==> config.mk <==
export PLATFORM = sky130hd
export DESIGN_NAME = fdct_8x8
export DESIGN_NICKNAME = d
export VERILOG_FILES = /design/src/rtl/dct_pkg.sv /design/src/rtl/dct_coeff_rom.sv /design/src/rtl/fdct_8x8.sv
export SDC_FILE = /design/constraint.sdc
export NUM_CORES = 2
export LEC_CHECK = 0
export CORE_ASPECT_RATIO = 1.5
export CORE_MARGIN = 5
export CORE_UTILIZATION = 49
export DETAILED_ROUTE_END_ITERATION = 12
export PLACE_DENSITY = 0.67
export SYNTH_ARGS = -nofsm -noshare
export SYNTH_HDL_FRONTEND = slang
export SYNTH_SLANG_ARGS = --single-unit
export TNS_END_PERCENT = 20
==> constraint.sdc <==
create_clock -name clk -period 17.8 [get_ports clk]
set_input_delay 2.67 -clock clk [delete_from_list [all_inputs] [get_ports clk]]
set_output_delay 2.67 -clock clk [all_outputs]
set_load 0.01 [all_outputs]
==> src/rtl/dct_pkg.sv <==
// dct_pkg: shared types, constants and helper functions for the 8x8 forward DCT.
//   state_t      : controller states (load, row pass, column pass, output)
//   BLOCK_*      : block geometry
//   *_SHIFT      : fixed-point scaling of the cosine matrix and of the two passes
//   cos_mag()    : |4096 * c(k) * cos(m*pi/16)| for odd-row/even-row angles 1..7
//   sat16()      : clamp a 32-bit signed value to the signed 16-bit range
package dct_pkg;

    typedef enum logic [1:0] {
        S_LOAD = 2'd0,
        S_ROW  = 2'd1,
        S_COL  = 2'd2,
        S_OUT  = 2'd3
    } state_t;

    localparam int BLOCK_DIM     = 8;
    localparam int BLOCK_SIZE    = 64;
    localparam int C_SCALE_SHIFT = 12;
    localparam int ROW_SHIFT     = 8;
    localparam int COL_SHIFT     = 16;

    // DC row value: 4096 / sqrt(8), truncated
    localparam logic signed [15:0] C_DC = 16'sd1448;

    // Magnitude of the scaled cosine for angle index m (angle = m*pi/16), m in 1..7
    function automatic logic signed [15:0] cos_mag(input logic [4:0] m);
        logic signed [15:0] mag;
        case (m)
            5'd1:    mag = 16'sd2008;
            5'd2:    mag = 16'sd1892;
            5'd3:    mag = 16'sd1702;
            5'd4:    mag = 16'sd1448;
            5'd5:    mag = 16'sd1137;
            5'd6:    mag = 16'sd783;
            5'd7:    mag = 16'sd399;
            default: mag = 16'sd0;
        endcase
        return mag;
    endfunction

    // Saturate to [-32768, 32767]
    function automatic logic signed [15:0] sat16(input logic signed [31:0] v);
        logic signed [15:0] r;
        if (v > 32'sd32767) begin
            r = 16'sh7fff;
        end else if (v < -32'sd32768) begin
            r = 16'sh8000;
        end else begin
            r = v[15:0];
        end
        return r;
    endfunction

endpackage

==> src/rtl/dct_coeff_rom.sv <==
// dct_coeff_rom: combinational lookup of the 4096-scaled DCT-II cosine matrix.
//   row   : matrix row k (frequency index)
//   col   : matrix column j (sample index)
//   coeff : C[k][j], signed 16-bit
module dct_coeff_rom
    import dct_pkg::*;
(
    input  logic [2:0]         row,
    input  logic [2:0]         col,
    output logic signed [15:0] coeff
);

    logic [4:0] angle_s;
    logic [4:0] fold_s;

    // The angle (2j+1)*k is taken mod 32 (cosine period), folded onto 0..16 by
    // symmetry, and the sign comes from which side of pi/2 the folded angle lies.
    always_comb begin
        angle_s = 5'({col, 1'b1}) * 5'(row);
        if (angle_s > 5'd16) begin
            fold_s = 5'd0 - angle_s;
        end else begin
            fold_s = angle_s;
        end
        if (row == 3'd0) begin
            coeff = C_DC;
        end else if (fold_s <= 5'd8) begin
            coeff = cos_mag(fold_s);
        end else begin
            coeff = -cos_mag(5'd16 - fold_s);
        end
    end

endmodule

==> src/rtl/fdct_8x8.sv <==
// fdct_8x8: serial 8x8 forward 2-D DCT, S = C * P * C^T, one MAC per cycle.
//   clk, rst             : rising-edge clock, asynchronous active-high reset
//   in_valid/in_ready    : pixel handshake, in_data = unsigned 8-bit pixel (row-major)
//   out_valid/out_ready  : coefficient handshake, out_data = signed 16-bit S[u][v] (row-major)
//   out_last             : marks the 64th coefficient of the block
//   busy                 : high from the first accepted pixel until the final output handshake
module fdct_8x8
    import dct_pkg::*;
(
    input  logic        clk,
    input  logic        rst,
    input  logic        in_valid,
    output logic        in_ready,
    input  logic [7:0]  in_data,
    output logic        out_valid,
    input  logic        out_ready,
    output logic [15:0] out_data,
    output logic        out_last,
    output logic        busy
);

    localparam logic [8:0] CNT_LAST_PIX = 9'(BLOCK_SIZE - 1);
    localparam logic [8:0] CNT_LAST_MAC = 9'(BLOCK_SIZE * BLOCK_DIM - 1);

    state_t             state_r;
    state_t             state_s;
    logic [8:0]         cnt_r;
    logic signed [31:0] acc_r;
    logic               in_ready_r;
    logic               out_valid_r;
    logic               out_last_r;
    logic               busy_r;
    logic [15:0]        out_data_r;

    logic [7:0]         pix_mem [BLOCK_SIZE];
    logic signed [15:0] t_mem   [BLOCK_SIZE];
    logic signed [15:0] res_mem [BLOCK_SIZE];

    logic [5:0]         elem_s;
    logic [2:0]         tap_s;
    logic [2:0]         rom_row_s;
    logic signed [15:0] coeff_s;
    logic signed [15:0] t_sel_s;
    logic signed [31:0] coeff_ext_s;
    logic signed [31:0] operand_s;
    logic signed [31:0] prod_s;
    logic signed [31:0] sum_s;
    logic [5:0]         next_idx_s;
    logic               in_fire_s;
    logic               out_fire_s;

    // During the passes cnt_r = {element index, tap index}
    assign elem_s     = cnt_r[8:3];
    assign tap_s      = cnt_r[2:0];
    assign next_idx_s = cnt_r[5:0] + 6'd1;
    assign in_fire_s  = in_valid & in_ready_r;
    assign out_fire_s = out_valid_r & out_ready;

    assign in_ready  = in_ready_r;
    assign out_valid = out_valid_r;
    assign out_data  = out_data_r;
    assign out_last  = out_last_r;
    assign busy      = busy_r;

    // Row pass: element (r,k), tap j uses C[k][j]; column pass: element (u,c), tap r uses C[u][r]
    dct_coeff_rom u_rom (
        .row   (rom_row_s),
        .col   (tap_s),
        .coeff (coeff_s)
    );

    // MAC operand selection and accumulate; tap 0 restarts the sum
    always_comb begin
        t_sel_s     = t_mem[{tap_s, elem_s[2:0]}];
        coeff_ext_s = {{16{coeff_s[15]}}, coeff_s};
        if (state_r == S_COL) begin
            rom_row_s = elem_s[5:3];
            operand_s = {{16{t_sel_s[15]}}, t_sel_s};
        end else begin
            rom_row_s = elem_s[2:0];
            operand_s = {24'd0, pix_mem[{elem_s[5:3], tap_s}]};
        end
        prod_s = operand_s * coeff_ext_s;
        if (tap_s == 3'd0) begin
            sum_s = prod_s;
        end else begin
            sum_s = acc_r + prod_s;
        end
    end

    // State register
    always_ff @(posedge clk or posedge rst) begin
        if (rst) begin
            state_r <= S_LOAD;
        end else begin
            state_r <= state_s;
        end
    end

    // Next-state logic
    always_comb begin
        state_s = state_r;
        case (state_r)
            S_LOAD: begin
                if (in_fire_s && cnt_r == CNT_LAST_PIX) begin
                    state_s = S_ROW;
                end else begin
                    state_s = S_LOAD;
                end
            end
            S_ROW: begin
                if (cnt_r == CNT_LAST_MAC) begin
                    state_s = S_COL;
                end else begin
                    state_s = S_ROW;
                end
            end
            S_COL: begin
                if (cnt_r == CNT_LAST_MAC) begin
                    state_s = S_OUT;
                end else begin
                    state_s = S_COL;
                end
            end
            S_OUT: begin
                if (out_fire_s && out_last_r) begin
                    state_s = S_LOAD;
                end else begin
                    state_s = S_OUT;
                end
            end
            default: state_s = S_LOAD;
        endcase
    end

    // Counter, accumulator and registered handshake outputs
    always_ff @(posedge clk or posedge rst) begin
        if (rst) begin
            cnt_r       <= 9'd0;
            acc_r       <= 32'sd0;
            in_ready_r  <= 1'b1;
            out_valid_r <= 1'b0;
            out_last_r  <= 1'b0;
            out_data_r  <= 16'd0;
            busy_r      <= 1'b0;
        end else begin
            case (state_r)
                S_LOAD: begin
                    if (in_fire_s) begin
                        busy_r <= 1'b1;
                        if (cnt_r == CNT_LAST_PIX) begin
                            cnt_r      <= 9'd0;
                            in_ready_r <= 1'b0;
                        end else begin
                            cnt_r <= cnt_r + 9'd1;
                        end
                    end
                end
                S_ROW: begin
                    acc_r <= sum_s;
                    cnt_r <= cnt_r + 9'd1;
                end
                S_COL: begin
                    acc_r <= sum_s;
                    cnt_r <= cnt_r + 9'd1;
                    if (cnt_r == CNT_LAST_MAC) begin
                        // S[0][0] was finished long ago, so it can be presented immediately
                        out_valid_r <= 1'b1;
                        out_last_r  <= 1'b0;
                        out_data_r  <= res_mem[6'd0];
                    end
                end
                S_OUT: begin
                    if (out_fire_s) begin
                        if (out_last_r) begin
                            cnt_r       <= 9'd0;
                            out_valid_r <= 1'b0;
                            out_last_r  <= 1'b0;
                            in_ready_r  <= 1'b1;
                            busy_r      <= 1'b0;
                        end else begin
                            cnt_r      <= cnt_r + 9'd1;
                            out_data_r <= res_mem[next_idx_s];
                            out_last_r <= (cnt_r[5:0] == 6'd62);
                        end
                    end
                end
                default: begin
                    cnt_r <= 9'd0;
                end
            endcase
        end
    end

    // Pixel, intermediate and result storage; overwritten before every read, so unreset
    always_ff @(posedge clk) begin
        if (state_r == S_LOAD && in_fire_s) begin
            pix_mem[cnt_r[5:0]] <= in_data;
        end
        if (state_r == S_ROW && tap_s == 3'd7) begin
            t_mem[elem_s] <= 16'(sum_s >>> ROW_SHIFT);
        end
        if (state_r == S_COL && tap_s == 3'd7) begin
            res_mem[elem_s] <= sat16(sum_s >>> COL_SHIFT);
        end
    end

endmodule

---- Word level (Yosys, flattened, before mapping) ----
Memories as Yosys holds them, arrays and structs flattened.
Cells that the tools add are included.
storage, ports and cells
  register bits after elaboration ......... 63
  memory bits (writable) .................. 2560
  output and inout port bits .............. 20
  logic and storage cells ................. 117
  memories kept ........................... 3
memories
  memory   depth  bits a word  read ports  clocked after Yosys merged registers in  write ports  RTL line        RTL
  res_mem  64     16           2           0                                        1            fdct_8x8.sv:37  logic signed [15:0] res_mem [BLOCK_SIZE];
  t_mem    64     16           1           0                                        1            fdct_8x8.sv:36  logic signed [15:0] t_mem [BLOCK_SIZE];
  pix_mem  64     8            1           0                                        1            fdct_8x8.sv:35  logic [7:0] pix_mem [BLOCK_SIZE];
operators by class
  add/sub/neg operators ................... 6
  multipliers ............................. 2
  order comparisons ....................... 4
  equal/unequal tests ..................... 27
  multiplexer cells ....................... 48
  bitwise gates (word level) .............. 2
  reduce and logical (&&, ||, !) cells .... 17
operators with widths
  kind                  count
  $mux 16               10
  $pmux 11 s7           2
  $mux 32               2
  $eq 5x3->1 const B    8
  $mux 9                4
  $add 32x32->32        1
  $mul 32x16->32        1
  $pmux 16 s2           1
  $pmux 9 s3            1
  $eq 5x2->1 const B    4
  $mux 1                19
  $gt 16x16->1 const B  1
  $lt 16x16->1 const B  1
  $neg 16->16           1
  $reduce_and 4->1      3
  $eq 5x1->1 const B    2
  $ne 2x2->1 const B    5
  $add 9x1->9 const B   1
  $eq 9x6->1 const B    1
  $eq 9x9->1 const B    1
  $pmux 1 s2            4
  $pmux 2 s4            1
  $add 6x1->6 const B   1
  $eq 6x6->1 const B    1
  other kinds (21)      30

---- Logic depth before layout (Yosys ltp) ----
  word-level depth ........................ 20
  depth in mapped cells ................... 55
  depth with buffers taken out ............ 51

---- Modules after synthesis ----
Synthesis repeated with hierarchy kept, for this count alone.
second synthesis, totals
  cells, all modules ...................... 6548
  area total of the unflattened synthesis .. 112042.5 um2
modules (own cells, without submodules)
  module         times used  cells an instance  area each (um2)
  fdct_8x8       1           6371               110946.4
  dct_coeff_rom  1           177                1096.1

---- Worst setup path after synthesis ----
No wires, ideal clock.
  path kind ............................... register to register
  start ................................... register cnt_r[0]
  end ..................................... memory res_mem[0][14], data pin
  setup time .............................. 702 ps
  data arrival time ....................... 15901 ps
  required time ........................... 17098 ps
  path slack .............................. 1197 ps
  cell stages (with the launch flop) ...... 53
  path buffers ............................ 7
  period minus slack after synthesis ...... 16603 ps
  cells stage by stage .................... dfrtp_1 -> clkbuf_1 -> buf_2 -> buf_1 -> clkbuf_1 -> clkbuf_1 -> clkbuf_1 -> and2_1 -> fa_1 -> ha_1 -> fa_1 -> xnor2_1 -> xnor3_1 -> or4_1 -> a211oi_2 -> mux2i_1 -> nand3b_1 -> nand2_1 -> [17 not listed] -> and3_1 -> and4_1 -> a2111oi_0 -> o31ai_1 -> a21o_1 -> a21oi_1 -> xnor2_1 -> ha_1 -> a21oi_1 -> o21bai_1 -> a21oi_1 -> nor2_1 -> a211oi_1 -> o21a_1 -> o21ai_0 -> a31oi_1 -> xor2_1 -> o21ai_0
between the ends
  word-level cells in the longest chain between the ends .. 18
  elaborated cells between the ends (all ways) .. 39
  classes of those cells .................. add/sub (4); mul (2); order compare (4); eq/ne (14); mux (12); reduce/logical (1); memory (2)
RTL lines
  item                                       RTL line                                  RTL
  start: declaration                         fdct_8x8.sv:27                            logic [8:0] cnt_r;
  start signal: assignment                   fdct_8x8.sv:155                           cnt_r <= cnt_r + 9'd1;
  start signal: assignment                   fdct_8x8.sv:161                           cnt_r <= cnt_r + 9'd1;
  start signal: assignment                   fdct_8x8.sv:165                           cnt_r <= cnt_r + 9'd1;
  $mul 4x3->5                                dct_coeff_rom.sv:19                       angle_s = 5'({col, 1'b1}) * 5'(row);
  $sub 1x5->5 or $gt 5x5->1 (tied branches)  dct_coeff_rom.sv:21, dct_coeff_rom.sv:20
  $mux 5                                     dct_coeff_rom.sv:20                       if (angle_s > 5'd16) begin
  $sub 5x5->5                                dct_coeff_rom.sv:30                       coeff = -cos_mag(5'd16 - fold_s);
  $eq 5x3->1 (tied with other cells)         dct_pkg.sv:28                             case (m)
  $pmux 11 s7                                dct_pkg.sv:28
  $mux 16                                    dct_coeff_rom.sv:27                       end else if (fold_s <= 5'd8) begin
  $mux 16                                    dct_coeff_rom.sv:25                       if (row == 3'd0) begin
  [2 not listed]                             n/a
  $mux 16                                    dct_coeff_rom.sv:25
  $mul 32x16->32                             fdct_8x8.sv:83                            prod_s = operand_s * coeff_ext_s;
  $add 32x32->32                             fdct_8x8.sv:87                            sum_s = acc_r + prod_s;
  $mux 32 *                                  fdct_8x8.sv:84                            if (tap_s == 3'd0) begin
  $lt 16x16->1                               dct_pkg.sv:46                             end else if (v < -32'sd32768) begin
  $mux 16                                    dct_pkg.sv:46
  $mux 16 *                                  dct_pkg.sv:44                             if (v > 32'sd32767) begin
  $mux 16 *                                  fdct_8x8.sv:203                           if (state_r == S_COL && tap_s == 3'd7) begin
  end: declaration                           fdct_8x8.sv:37
Mark *: on every way between the ends. The rest lies on a longest branch, timed or not. The select of a mux whose other input is x is not followed.

---- Worst setup path in the final report ----
  start ................................... register state_r[0]
  end ..................................... memory res_mem[25][13], data pin
between the ends
  word-level cells in the longest chain between the ends .. 20
  elaborated cells between the ends (all ways) .. 39
  classes of those cells .................. add/sub (4); mul (2); order compare (4); eq/ne (15); mux (13); reduce/logical (1)
RTL lines
  item                                       RTL line                                  RTL
  start: declaration                         fdct_8x8.sv:25                            state_t state_r;
  start signal: assignment                   fdct_8x8.sv:96                            state_r <= state_s;
  $eq 2x2->1 *                               fdct_8x8.sv:76                            if (state_r == S_COL) begin
  $mux 3                                     fdct_8x8.sv:76
  $mul 4x3->5                                dct_coeff_rom.sv:19
  $sub 1x5->5 or $gt 5x5->1 (tied branches)  dct_coeff_rom.sv:21, dct_coeff_rom.sv:20
  $mux 5                                     dct_coeff_rom.sv:20
  $sub 5x5->5                                dct_coeff_rom.sv:30
  $eq 5x3->1 (tied with other cells)         dct_pkg.sv:28
  $pmux 11 s7                                dct_pkg.sv:28
  [4 not listed]                             n/a
  $mux 16                                    dct_coeff_rom.sv:25
  $mul 32x16->32 *                           fdct_8x8.sv:83
  $add 32x32->32                             fdct_8x8.sv:87
  $mux 32 *                                  fdct_8x8.sv:84
  $lt 16x16->1                               dct_pkg.sv:46
  $mux 16                                    dct_pkg.sv:46
  $mux 16 *                                  dct_pkg.sv:44
  $mux 16 *                                  fdct_8x8.sv:203
Marked as above.

==> results.toml <==
[global_routing]
grt_pass1_wl_um = 449000
grtUsageMet1_pct = 33.1
antenna_found_initial = 10
use_met2_pct = 44.0
grt_pass1_vias = 63800
grt_max_degree = 139
grt-busiest-layer = "met2"
grt_overflow = 0
grtUsageTotal_pct = 26.2
grt_util_met3_pct = 3.99

[pwr]
p_int_mw = 9.42
p_total_mw = 11.6
clkPwrFrac_pct = 42.3
p_per_area_mw_per_mm2 = 94.3
pwr-share-comb_pct = 0.2
switchingPower_mw = 2.21
ir_drop_mv = 0.0870
sw_frac_of_total_pct = 19.0
leakagePower_nw = 39.3
power_frac_seq_pct = 57.5

[route]
wl_per_cell_um = 31.4
drt_pass1_iterations = 5
wl_um = 310000
drt_iter0_markers = 7446
vias = 63100
drc = 0
vias_per_cell = 6.39
ant_nets = 0

[critical_path]
critPathMaxStageDelay_ps = 1050
cp_max_fo = 65
start_kind = "register"
path_buf_inv = 7
critPathRequiredTime_ps = 18250
slowest_stage = "o211ai_1"
cp.arrival_ps = 16330
critical_path.most_common_cell = "fa_1"
critPathKind = "register to register"
crit_family = "adder cells"
worstSetupEndpointType = "register"

[sta]
fin_crit_ps = 15880
drv_slew = 0
fin_worst_skew_ps = 89.4
hold_violations = 0
fin_setup_tns_ps = 0
setup_viol = 0
slew_headroom_pct = 4.50
fmax_mhz = 63.0
rsz0062_at_grt = "false"
period_share_pct = 89.2
worst_pin_slew_ps = 1420

[cells_and_area]
multi_input_area_mm2 = 0.0302
fin_nets = 7090
syn2layout_area_growth_pct = 11.5
fin_cells = 9885
utilization_pct = 54.9
nFillCells = 17100
drive_above_1_share_pct = 16.9
seqCellArea_mm2 = 0.0785

[floorplan]
die_area_mm2 = 0.235
core_area_mm2 = 0.225
initial_utilization_pct = 49.2
ioPinCount = 32
die_height_um = 592
die_w_um = 398
fp-row-count = 213

[logic_synthesis]
synth_area_leaders = "edfxtp_1 70%, mux4_2 6.8%, fa_1 4.8%"
synthCells = 6517
netlist_area_mm2 = 0.111
ys_seq_area_share_pct = 71.0
ys_types = 81
syn_avg_cell_area_um2 = 17.0
ys_ff_latch = 2623
async_reset_ff_share_pct = 2.40
synth_edf_count = 2560
synth-main-ff-cell = "edfxtp_1"
yosys_warnings = 0
synth.largest_area_cell = "edfxtp_1"
synth.top_cell.area_share_pct = 69.5
syn_nets = 6925

[place]
place.gp.congestion = 0.934
dp_cells = 9460
port_buffers = 31
dpl.hpwl_um = 191000

[clock_tree]
post-cts-setup-buffers = 0
cts_tree = "built"
htree_levels = 4
post_cts_resized = 0
clock-root-buffer = "clkbuf_16"
clk_latency_ps = 900
clkTransAtPathRegs_ps = 60
clock-sinks = 2623
clock_path_buffers = 4
cts_buffers = 229
postCtsHoldBufs = 0

[flow_run]
maxCapViolCount = 0

[status]
status = "completed"

[worst_hold_path]
min_path_type = "register to register"
## flip-flops by register name, indices dropped and copies added (netlist names), 2 cells and up
register,flops
acc_r,32
cnt_r,9
out_data,16
pix_mem,512
res_mem,1024
state_r,2
t_mem,1024
## metal layers
metal | vias up | wire length [um] | share of wire [%]
met5 | - | 25 | 0.0081
met4 | 4 | 20400 | 6.6
met3 | 772 | 25700 | 8.3
met2 | 3472 | 154000 | 50
met1 | 32800 | 110000 | 35
li1 | 26100 | - | -
## through the flow
step / hold slack (ps) / cell area [um2] / setup slack [ps]
4_1_cts: 525 / 123000 / 2080
2_1_floorplan: 487 / 111000 / 1200
3_5_place_dp: 511 / 116000 / 2170
6_report: 525 / 123000 / 1920
5_1_grt: 543 / 123000 / 1330
3_3_place_gp: 502 / 116000 / 1970
## cells in the mapped netlist (15+ instances only)
cell type and count:
nor2_1 407, mux2i_1 43, o22a_1 21, or2_2 16, ha_1 129, edfxtp_1 2560
buf_1 83, inv_1 333, a21oi_1 124, mux4_2 334, a22o_1 44, dfrtp_1 62
a221oi_1 47, nor2b_1 15, o21ai_0 119, a31oi_1 80, fa_1 267, nor3_1 66
a22oi_1 161, nand3_1 41, or4_1 15, nor4_1 84, and3_1 20, a21o_1 32
xnor2_1 48, and2_1 32, nand2b_1 49, mux2_2 55, o221ai_1 38, nand2_1 254
a41oi_1 17, o31ai_1 17, clkbuf_1 268, a211oi_1 38, o22ai_1 428, xor2_1 18
## logic make-up after synthesis
group           share of synthesized area, %
flops                                   71.0
compound gates                          7.74
simple gates                            4.30
buf+inv                                 2.39
mux                                     7.77
fa+ha+maj                               6.29
xor+xnor                               0.565
## cell type report
type	count	area share (%)
antenna	6	0.0122
clock buffer	291	4.92
clock inverter	127	0.991
inverter	336	1.02
multi-input combinational	3195	24.5
sequential	2623	63.6
tap	3010	3.05
timing repair buffer	297	1.90
## final timing paths
kind / to / depth (start not counted) / slack, ps / start
max: res_mem[25][13] / 43 / 1920 / state_r[0]
min: acc_r[2] / 1 / 520 / acc_r[2]
max reg2reg: res_mem[25][13] / 43 / 1920 / state_r[0]
min reg2reg: acc_r[2] / 1 / 520 / acc_r[2]
max in group asynchronous: cnt_r[0] / 3 / 14560 / rst
min in group asynchronous: out_valid / 3 / 2490 / rst
## layout by cell type (no fill, tap or decap), types with 15 or more instances in the layout
| master | count |
|---|---|
| clkdlybuf4s50_1 | 23 |
| mux2i_1 | 43 |
| nand3_1 | 37 |
| nor2_1 | 331 |
| a22oi_1 | 161 |
| or4_1 | 15 |
| nor2_2 | 70 |
| clkinv_2 | 39 |
| clkbuf_16 | 233 |
| a41oi_1 | 17 |
| a21oi_1 | 116 |
| a22o_1 | 44 |
| inv_1 | 332 |
| o22ai_1 | 428 |
| clkbuf_1 | 56 |
| mux4_2 | 334 |
| mux2_2 | 55 |
| buf_4 | 258 |
| a21o_1 | 30 |
| xnor2_1 | 44 |
| and3_1 | 18 |
| a211oi_1 | 36 |
| clkinv_1 | 50 |
| nand2_1 | 245 |
| a221oi_1 | 47 |
| or2_2 | 16 |
| nor4_1 | 83 |
| a31oi_1 | 77 |
| edfxtp_1 | 2560 |
| nand2b_1 | 46 |
| o21ai_0 | 109 |
| xor2_1 | 17 |
| and2_1 | 30 |
| o22a_1 | 21 |
| bufinv_16 | 22 |
| ha_1 | 125 |
| fa_1 | 267 |
| nor3_1 | 64 |
| o221ai_1 | 37 |
| dfrtp_1 | 56 |
## worst reg2reg max path, delay by kind of cell (launching register included)
family | cells | cell delay (ps)
AOI/OAI and AO/OA | 14 | 4750
xor gates and xnor gates | 4 | 1450
adders and majority gates | 12 | 5130
buffers and inverters | 7 | 990
DFF | 1 | 410
muxes | 3 | 1890
and+or+nand+nor | 3 | 850
## power groups by stage
stage | Sequential [mW] | Combinational (mW) | Clock, mW
6_report | 6.69 | 0.0236 | 4.92
5_1_grt | 6.68 | 0.0256 | 5.23
4_1_cts | 6.69 | 0.0239 | 4.97
3_5_place_dp | 6.82 | 0.0240 | 0
3_3_place_gp | 6.82 | 0.0225 | 0
2_1_floorplan | 6.82 | 0.00218 | 0
Note: power is estimated with default switching activity, not from simulation.
